**src/rtl/uart_tx_buffered.sv**
```systemverilog
// ---------------------------------------------------------------------------
// uart_tx_buffered
//
// Buffered UART transmitter. Bytes are written into a small FIFO and
// serialised onto tx_line as 8N1-style frames (start bit, DATA_BITS data
// bits LSB first, optional even-parity bit, STOP_BITS stop bits). Frames
// are sent back to back with no idle gap while the FIFO holds data.
//
// Optional feature (compile-time macro):
//   UART_TX_PARITY_EN  - when defined, one even-parity bit is inserted
//                        after the data bits. When undefined, no parity
//                        state or logic exists.
//
// Parameters:
//   DATA_BITS     payload bits per frame (5..8)
//   CLKS_PER_BIT  CLK cycles per bit period (>= 2)
//   FIFO_DEPTH    buffered bytes, power of two (2..256)
//   STOP_BITS     stop bits per frame (1 or 2)
//
// Ports:
//   CLK        clock, all logic on the rising edge
//   RST        synchronous active-high reset
//   write_arg  [8] = write valid, [7:0] = byte to send
//   write_out  ready; a byte is taken on any edge where valid and ready
//   tx_line    registered serial output, idle high
//   busy       high while a frame is on the line or bytes are buffered
//   level      current FIFO occupancy (0..FIFO_DEPTH)
// ---------------------------------------------------------------------------
module uart_tx_buffered #(
  parameter int DATA_BITS    = 8,
  parameter int CLKS_PER_BIT = 868,
  parameter int FIFO_DEPTH   = 16,
  parameter int STOP_BITS    = 1
) (
  input  logic                          CLK,
  input  logic                          RST,
  input  logic [8:0]                    write_arg,
  output logic                          write_out,
  output logic                          tx_line,
  output logic                          busy,
  output logic [$clog2(FIFO_DEPTH):0]   level
);

  localparam int PTR_W = $clog2(FIFO_DEPTH);
  localparam int LVL_W = PTR_W + 1;
  localparam int CNT_W = $clog2(CLKS_PER_BIT);
  localparam int BIT_W = $clog2(DATA_BITS);

  localparam logic [LVL_W-1:0] LVL_FULL  = LVL_W'(FIFO_DEPTH);
  localparam logic [CNT_W-1:0] CNT_LAST  = CNT_W'(CLKS_PER_BIT - 1);
  localparam logic [BIT_W-1:0] BIT_LAST  = BIT_W'(DATA_BITS - 1);
  localparam logic             STOP_LAST = (STOP_BITS == 2);

  typedef enum logic [2:0] {
    S_IDLE   = 3'd0,
    S_START  = 3'd1,
    S_DATA   = 3'd2,
`ifdef UART_TX_PARITY_EN
    S_PARITY = 3'd4,
`endif
    S_STOP   = 3'd3
  } state_t;

`ifdef UART_TX_PARITY_EN
  // Even parity over the payload bits actually transmitted.
  function automatic logic parity_of(input logic [DATA_BITS-1:0] b);
    return ^b;
  endfunction
`endif

  // FIFO storage and pointers
  logic [DATA_BITS-1:0] mem [FIFO_DEPTH];
  logic [PTR_W-1:0]     wr_ptr;
  logic [PTR_W-1:0]     rd_ptr;
  logic [DATA_BITS-1:0] head;
  logic                 push;
  logic                 pop;

  // Serialiser state
  state_t               state;
  state_t               state_d;
  logic [CNT_W-1:0]     cnt;
  logic [CNT_W-1:0]     cnt_d;
  logic [BIT_W-1:0]     bit_idx;
  logic [BIT_W-1:0]     bit_d;
  logic                 stop_idx;
  logic                 stop_d;
  logic                 shift;
  logic                 line_d;
  logic                 line_busy;
  logic [DATA_BITS-1:0] shreg;
`ifdef UART_TX_PARITY_EN
  logic                 par_bit;
`endif

  // Ready depends only on registered occupancy and the reset input, so a
  // write request can never loop back into its own acceptance.
  assign write_out = !RST && (level != LVL_FULL);
  assign push      = write_arg[8] && write_out;
  assign head      = mem[rd_ptr];

  // FIFO control. Pointers are PTR_W bits wide and wrap naturally because
  // FIFO_DEPTH is a power of two.
  always_ff @(posedge CLK) begin
    if (RST) begin
      wr_ptr <= '0;
      rd_ptr <= '0;
      level  <= '0;
    end else begin
      if (push) wr_ptr <= wr_ptr + PTR_W'(1);
      if (pop)  rd_ptr <= rd_ptr + PTR_W'(1);
      case ({push, pop})
        2'b10:   level <= level + LVL_W'(1);
        2'b01:   level <= level - LVL_W'(1);
        default: level <= level;
      endcase
    end
  end

  // FIFO storage carries data only and is not reset.
  always_ff @(posedge CLK) begin
    if (push) mem[wr_ptr] <= write_arg[DATA_BITS-1:0];
  end

  // Next-state logic. Every bit period is CLKS_PER_BIT cycles: cnt is
  // reloaded to CLKS_PER_BIT-1 on entry to each bit and the bit ends when
  // it reaches zero.
  always_comb begin
    state_d = state;
    cnt_d   = cnt;
    bit_d   = bit_idx;
    stop_d  = stop_idx;
    pop     = 1'b0;
    shift   = 1'b0;
    case (state)
      S_IDLE: begin
        if (level != '0) begin
          pop     = 1'b1;
          state_d = S_START;
          cnt_d   = CNT_LAST;
        end
      end
      S_START: begin
        if (cnt == '0) begin
          state_d = S_DATA;
          cnt_d   = CNT_LAST;
          bit_d   = '0;
        end else begin
          cnt_d = cnt - CNT_W'(1);
        end
      end
      S_DATA: begin
        if (cnt == '0) begin
          shift = 1'b1;
          cnt_d = CNT_LAST;
          if (bit_idx == BIT_LAST) begin
`ifdef UART_TX_PARITY_EN
            state_d = S_PARITY;
`else
            state_d = S_STOP;
            stop_d  = 1'b0;
`endif
          end else begin
            bit_d = bit_idx + BIT_W'(1);
          end
        end else begin
          cnt_d = cnt - CNT_W'(1);
        end
      end
`ifdef UART_TX_PARITY_EN
      S_PARITY: begin
        if (cnt == '0) begin
          state_d = S_STOP;
          stop_d  = 1'b0;
          cnt_d   = CNT_LAST;
        end else begin
          cnt_d = cnt - CNT_W'(1);
        end
      end
`endif
      S_STOP: begin
        if (cnt == '0) begin
          if (stop_idx == STOP_LAST) begin
            // Chain straight into the next frame when data is waiting,
            // so consecutive frames have no idle gap.
            if (level != '0) begin
              pop     = 1'b1;
              state_d = S_START;
              cnt_d   = CNT_LAST;
            end else begin
              state_d = S_IDLE;
            end
          end else begin
            stop_d = 1'b1;
            cnt_d  = CNT_LAST;
          end
        end else begin
          cnt_d = cnt - CNT_W'(1);
        end
      end
      default: begin
        state_d = S_IDLE;
      end
    endcase
  end

  // Line level for the current state; it is registered below, so the line
  // trails the state by one cycle uniformly for every bit.
  always_comb begin
    line_d = 1'b1;
    case (state)
      S_START:  line_d = 1'b0;
      S_DATA:   line_d = shreg[0];
`ifdef UART_TX_PARITY_EN
      S_PARITY: line_d = par_bit;
`endif
      default:  line_d = 1'b1;
    endcase
  end

  // Control registers
  always_ff @(posedge CLK) begin
    if (RST) begin
      state     <= S_IDLE;
      cnt       <= '0;
      bit_idx   <= '0;
      stop_idx  <= 1'b0;
      tx_line   <= 1'b1;
      line_busy <= 1'b0;
    end else begin
      state     <= state_d;
      cnt       <= cnt_d;
      bit_idx   <= bit_d;
      stop_idx  <= stop_d;
      tx_line   <= line_d;
      line_busy <= (state != S_IDLE);
    end
  end

  // Payload shift register (data only, not reset)
  always_ff @(posedge CLK) begin
    if (pop) begin
      shreg <= head;
    end else if (shift) begin
      shreg <= shreg >> 1;
    end
  end

`ifdef UART_TX_PARITY_EN
  always_ff @(posedge CLK) begin
    if (pop) par_bit <= parity_of(head);
  end
`endif

  // line_busy covers the final registered stop-bit cycle after the FSM has
  // already returned to IDLE, so busy falls the cycle after the line's
  // last stop cycle.
  assign busy = line_busy || (state != S_IDLE) || (level != '0);

endmodule

```
**config.mk**
```make
export PLATFORM = sky130hd
export DESIGN_NAME = uart_tx_buffered
export DESIGN_NICKNAME = d
export VERILOG_FILES = /design/src/rtl/uart_tx_buffered.sv
export SDC_FILE = /design/constraint.sdc
export NUM_CORES = 1
export LEC_CHECK = 0
export ABC_CLOCK_PERIOD_IN_PS = 3900
export CORE_MARGIN = 10
export CORE_UTILIZATION = 46
export DETAILED_ROUTE_END_ITERATION = 8
export PLACE_DENSITY_LB_ADDON = 0.15
export RECOVER_POWER = 100
export SETUP_SLACK_MARGIN = 0.05
export SLEW_MARGIN = 20
export SYNTH_ARGS = -nofsm -noshare
export SYNTH_HDL_FRONTEND = slang
export SYNTH_SLANG_ARGS = --single-unit
```
**constraint.sdc**
```tcl
create_clock -name CLK -period 3.9 [get_ports CLK]
set_clock_uncertainty 0.1 [all_clocks]
set_input_delay 0.78 -clock CLK [delete_from_list [all_inputs] [get_ports CLK]]
set_output_delay 0.78 -clock CLK [all_outputs]
set_load 0.02 [all_outputs]
```
# Word-level counts from Yosys, hierarchy flattened
# Memories as Yosys holds them, arrays and structs flattened. A register that Yosys moved wholly into a read port is not among the register bits.
# Index checks and enable logic that the tools add are counted.
[classes]
add_sub_neg = 6
eq_ne = 14
n_mux = 36
n_reduce_logical = 18
[op_table]
columns = ["cell", "n"]
rows = [
  ["10-bit two-way mux", 4],
  ["10-bit case mux with 3 select lines", 1],
  ["3-bit two-way mux", 9],
  ["8-bit two-way mux", 2],
  ["2-bit != test, second input constant", 7],
  ["1-bit two-way mux", 12],
  ["3-bit case mux with 4 select lines", 1],
  ["10-bit logical NOT", 1],
  ["5-bit case mux with 2 select lines", 1],
  ["10-bit by 1-bit subtractor with 10-bit output, second input constant", 1],
  ["4-bit by 1-bit adder with 4-bit output, second input constant", 2],
  ["4-bit two-way mux", 2],
  ["4-bit AND reduction", 2],
  ["2-bit nonzero test", 4],
  ["3-bit by 2-bit equality test with 1-bit output, second input constant", 2],
  ["1-bit case mux with 2 select lines", 3],
  ["3-bit case mux with 2 select lines", 1],
  ["6-bit AND reduction", 1],
  ["3-bit nonzero test", 2],
  ["5-bit by 1-bit adder with 5-bit output, second input constant", 1],
  ["5-bit != test, second input constant", 1],
  ["5-bit nonzero test", 1],
  ["5-bit by 1-bit subtractor with 5-bit output, second input constant", 1],
  ["3-bit by 1-bit adder with 3-bit output, second input constant", 1],
  ["9 further kinds", 11],
]
[totals]
regBits = 40
ramBits = 128
inputBits = 11
word_cells = 85
mem_count = 1
[memory_table]
columns = ["name", "depth", "width", "read_ports", "rd_clocked_by_memory_dff", "write_ports", "line_no", "rtl"]
rows = [
  ["mem", 16, 8, 1, 1, 1, "72", "logic [DATA_BITS-1:0] mem [FIFO_DEPTH];"],
]

# Logic depth before layout (Yosys ltp)
[logic_depth]
ltp_word = 7
depth_mapped = 16
mapped_depth_nobuf = 14

# Worst setup path after synthesis
# Ideal clock, no wire load.
[synth_path]
kind = "reg2reg"
startpoint = "register cnt[0]"
endpoint = "register level[4]"
setup_ns = 0.121
arrival_ns = 3.301
required_time_ns = 3.679
setup_slack_ns = 0.379
stages_incl_launch_ff = 17
period_less_slack_ns = 3.521
path_cell_list = "dfxtp_1 inv_1 ha_1 nor3b_2 a41oi_1 or3_1 buf_2 inv_1 ha_1 clkbuf_1 xor2_1 ha_1 a211o_1 nand2_1 nand3b_1 a31oi_1 mux2_2"
[synth_between]
elab_chain_cells = 5
[synth_lines]
columns = ["item", "line_no", "rtl"]
rows = [
  ["from (decl)", "82", "logic [CNT_W-1:0] cnt;"],
  ["from (signal assigned)", "232", "cnt <= cnt_d;"],
  ["10-bit logical NOT *", "182", "if (cnt == '0) begin"],
  ["1-bit two-way mux *", "182", ""],
  ["1-bit case mux with 2 select lines *", "135", "case (state)"],
  ["2-bit by 1-bit equality test with 1-bit output / 2-bit equality test (equally long branches)", "112", "case ({push, pop})"],
  ["5-bit case mux with 2 select lines / 2-bit nonzero test (equally long branches)", "-", ""],
  ["to (signal assigned)", "113", "2'b10: level <= level + LVL_W'(1);"],
  ["to (signal assigned)", "114", "2'b01: level <= level - LVL_W'(1);"],
  ["to (signal assigned)", "115", "default: level <= level;"],
  ["to (decl)", "41", "output logic [$clog2(FIFO_DEPTH):0] level"],
]
# Mark *: on every way between the ends. The rest lies on a longest branch, timed or not.
# A chain may end at the register's enable or synchronous reset.

# Worst setup path in the final report
[layout_path]
startpoint = "register cnt[2]"
endpoint = "register level[4]"
# Same word-level chain as after synthesis.

==> flow_results.org <==
** Clocking
- In this run the post-CTS setup repair buffer count came out at 0.
- Clock tree synthesis inserted a total of 17 buffers.
- Later-pin clock latency in the skew report :: 0.43 ns
- The H-tree was split into 4 levels.
- Counting along the longest clock path gives a buffer depth of 2.
- Clock tree synthesis found a total of 170 sinks.
- Hold Buf Count CTS :: 0
- CTS tree :: done
- After clock tree synthesis, the clock-pin slew on the worst setup and hold paths is 0.07 ns.
- Resized cells post-CTS :: 0
- The tree is rooted in a clkbuf_16.

** STA
- Slew margin rel. :: -0.00169
- Final worst slack :: 0.482 ns
- Measured slew at the worst slew-check pin :: 1.50 ns
- Crit path time final :: 3.42 ns
- Setup violations remaining at the end of the flow were counted as 0.
- Maximum achievable frequency :: 293 MHz
- Adding up every negative setup slack in the final design gives 0 ns.
- Setup repair after global routing left no endpoint under its margin.
- In the finished design, the share of the clock period the worst path needs comes to 0.876.
- Hold Slack :: 0.390 ns
- The final max-slew violation count is 23.
- The count of endpoints failing hold in the final timing report is 0.

** Synth
- In this run, synthesis inferred 136 flip-flops with an integrated enable.
- Dominant synthesized flop cell :: edfxtp_1
- Commonest cells in the netlist :: edfxtp_1, nor2_1, dfxtp_1
- Yosys instantiated no cell more often than edfxtp_1.
- Mean Syn Cell Area :: 14.9 sq um
- The Yosys step of the flow raised 0 warnings.
- In this run, synthesis produced a sequential element count of 170.
- When the netlist entered floorplanning its net count stood at 518.
- In the synthesized netlist, the number of instances is 489.
- Post-synth cell types :: 53
- After synthesis, the share of flip-flops with an asynchronous set or reset is 0.
- The biggest area contributor in the post-synthesis netlist is edfxtp_1.
- Share of the synthesized area in the top cell type :: 0.561
- Of the synthesized area, sequential elements account for 0.654.
- Post-synth design cell area :: 7280 sq um
- In the post-synthesis netlist, the biggest area contributors are edfxtp_1, mux4_2, dfxtp_1, ha_1, nor2_1.

** Drt
- In the routed design, unresolved DRC markers number 0.
- Dividing the detail-routed wire length by the instance count gives 19.6 um.
- Post-Route WL :: 14500 um
- Detail-routed via count per cell :: 5.59
- Count of vias placed by the detailed router :: 4147
- Drt first pass iters :: 5
- Number of DRC markers after the initial detailed-route iteration :: 247
- Count of nets left with antenna violations after detail routing :: 0

** Flow run
- # Max-Cap Violations :: 1

** Critical path
- Counting stages on the worst path, the most repeated cell is ha_1.
- The kind of cell with the highest combined delay along the critical path is simple AND/OR/NAND/NOR gates.
- Type of the worst setup path :: flop to flop
- Arrival @ worst endpoint :: 3.64 ns
- Counting both buffers and inverters, the worst setup path holds a total of 2.
- Type of element capturing the critical path :: flop
- STA puts the critical path data required time at 4.12 ns.
- Peak per-stage delay on the critical path :: 0.52 ns
- STA classifies the critical path startpoint as a flop.
- Of all nets on the critical path, the largest fanout is 9.
- Among all stages on the critical path, the largest delay is contributed by nor4_4.
- Critical path, cell by cell :: nor4_4, a41oi_1, or3_1, inv_1, ha_1, clkbuf_1, ha_1, nor3b_1, o21ai_0, a31oi_1, mux2_2

** Place
- At the end of routability-driven placement, the weighted congestion stood at 0.853.
- Placement-stage cell area :: 7770 sq um
- In this run the tool buffered the top-level ports with 18 buffer cells.
- The number of placed instances, taps included, is 710.
- Timing analysis after detailed placement gives a worst setup slack of 0.373 ns.
- Detailed placer's ending HPWL :: 9680 um

** Final layout
- 0 antenna diodes ended up in the layout.
- At the end of the flow, the number of nets in the layout was 547.
- In the final layout, the share of cells above drive strength 1 is 0.147.
- Leaving out filler cells and counting taps, the final layout contains 742.
- After filler insertion, the fill cell instance count of the layout stands at 1289.
- Compared with the post-synthesis result, the final layout area differs by 14.0%.
- Measured on the finished design, the core utilization comes to 0.540.
- After routing the design area is 8300 sq um.

** Floorplanning
- The floorplan step defined a core boundary enclosing 15400 sq um.
- Overall die area :: 21300 sq um
- Height of the die :: 146 um
- Die boundary width :: 146 um
- The initial utilization of the core area, before any placement, comes to 0.474.
- Num ports :: 19
- Cell Rows :: 45

** Global routing
- The first global-routing pass estimated 23000 um of wire.
- Initial antenna violation count :: 0
- Largest net degree at the start of global routing :: 31
- Across every metal layer, demand over resource in global routing totals 0.141.
- Number of global-route vias before repair :: 4135
- Total gr overflow :: 0

** Power and ir drop
- For this design the static power due to leakage is 2.75 nW.
- For this design the ratio of total power to cell area is 712 nW/um^2.
- Largest voltage drop on the vdd net :: 0.373 mV
- Total power draw :: 5.91 mW

** Run status
- Failing checks :: max-capacitance violations, max-slew violations
- Outcome :: finished with violations

** Worst hold path
- The path class of the tightest hold or removal check is flop to flop.
==> metal layers <==
layer | up-vias | routed length [um] | share of wire | track usage
met4 | 0 | 193 | 0.013 | 0.0465
met5 | - | 0 | 0 | 0
met2 | 78 | 7120 | 0.49 | 0.227
li1 | 1961 | - | - | -
met1 | 2094 | 6550 | 0.45 | 0.181
met3 | 14 | 650 | 0.045 | 0.0385
==> tightest hold or removal path, stage by stage (launching register included) <==
cell	delay, ns
edfxtp_1	0.33
a21oi_1	0.06
nand2_1	0.07
==> logic make-up after synthesis <==
kind of cell | share of synthesized area
adders and majority gates | 0.0309
muxes | 0.116
and+or+nand+nor | 0.0911
xor gates and xnor gates | 0.0132
DFF | 0.654
AOI/OAI and AO/OA | 0.0691
buffers and inverters | 0.0253
==> where the power goes <==
part | internal [mW] | switching [mW]
sequential | 2.17 | 0.176
combinational | 0.770 | 1.08
clock | 0.973 | 0.740
==> final cells by class <==
class,count,area [sq um],area share
flip-flops and latches,170,4760,0.574
repair buffers,37,278,0.0334
inverters,16,60.1,0.00723
clock inverters,14,184,0.0221
clock buffers,18,429,0.0517
well taps,211,264,0.0318
multi-input cells,276,2320,0.280
==> registers in the layout, indices dropped and copies added (netlist names), named ones only <==
register / cells
rd_ptr: 4
wr_ptr: 4
tx_line: 1
cnt: 10
state: 2
bit_idx: 3
line_busy: 1
level: 5
shreg: 8
mem: 128
==> placed cells by master (no fill, tap or decap), drive strengths merged, types with 9 or more instances in the layout <==
cell         instances
inv                 22
ha                  18
o22ai                9
dfxtp               34
xor2                 9
a21oi               18
nor2                41
o21ai               15
and2                 9
edfxtp             136
clkbuf              30
nand2               27
mux4                32
dlygate4sd3         17
==> path summary, 6_finish.rpt <==
check / slack, ns / startpoint / to / cells past startpoint
worst max-delay path: 0.48 / cnt[2] / level[4] / 11
worst min register to register: 0.39 / shreg[0] / tx_line / 2
worst max register to register: 0.48 / cnt[2] / level[4] / 11
worst min-delay path: 0.39 / shreg[0] / tx_line / 2
Note: power is estimated with default switching activity, not from simulation.
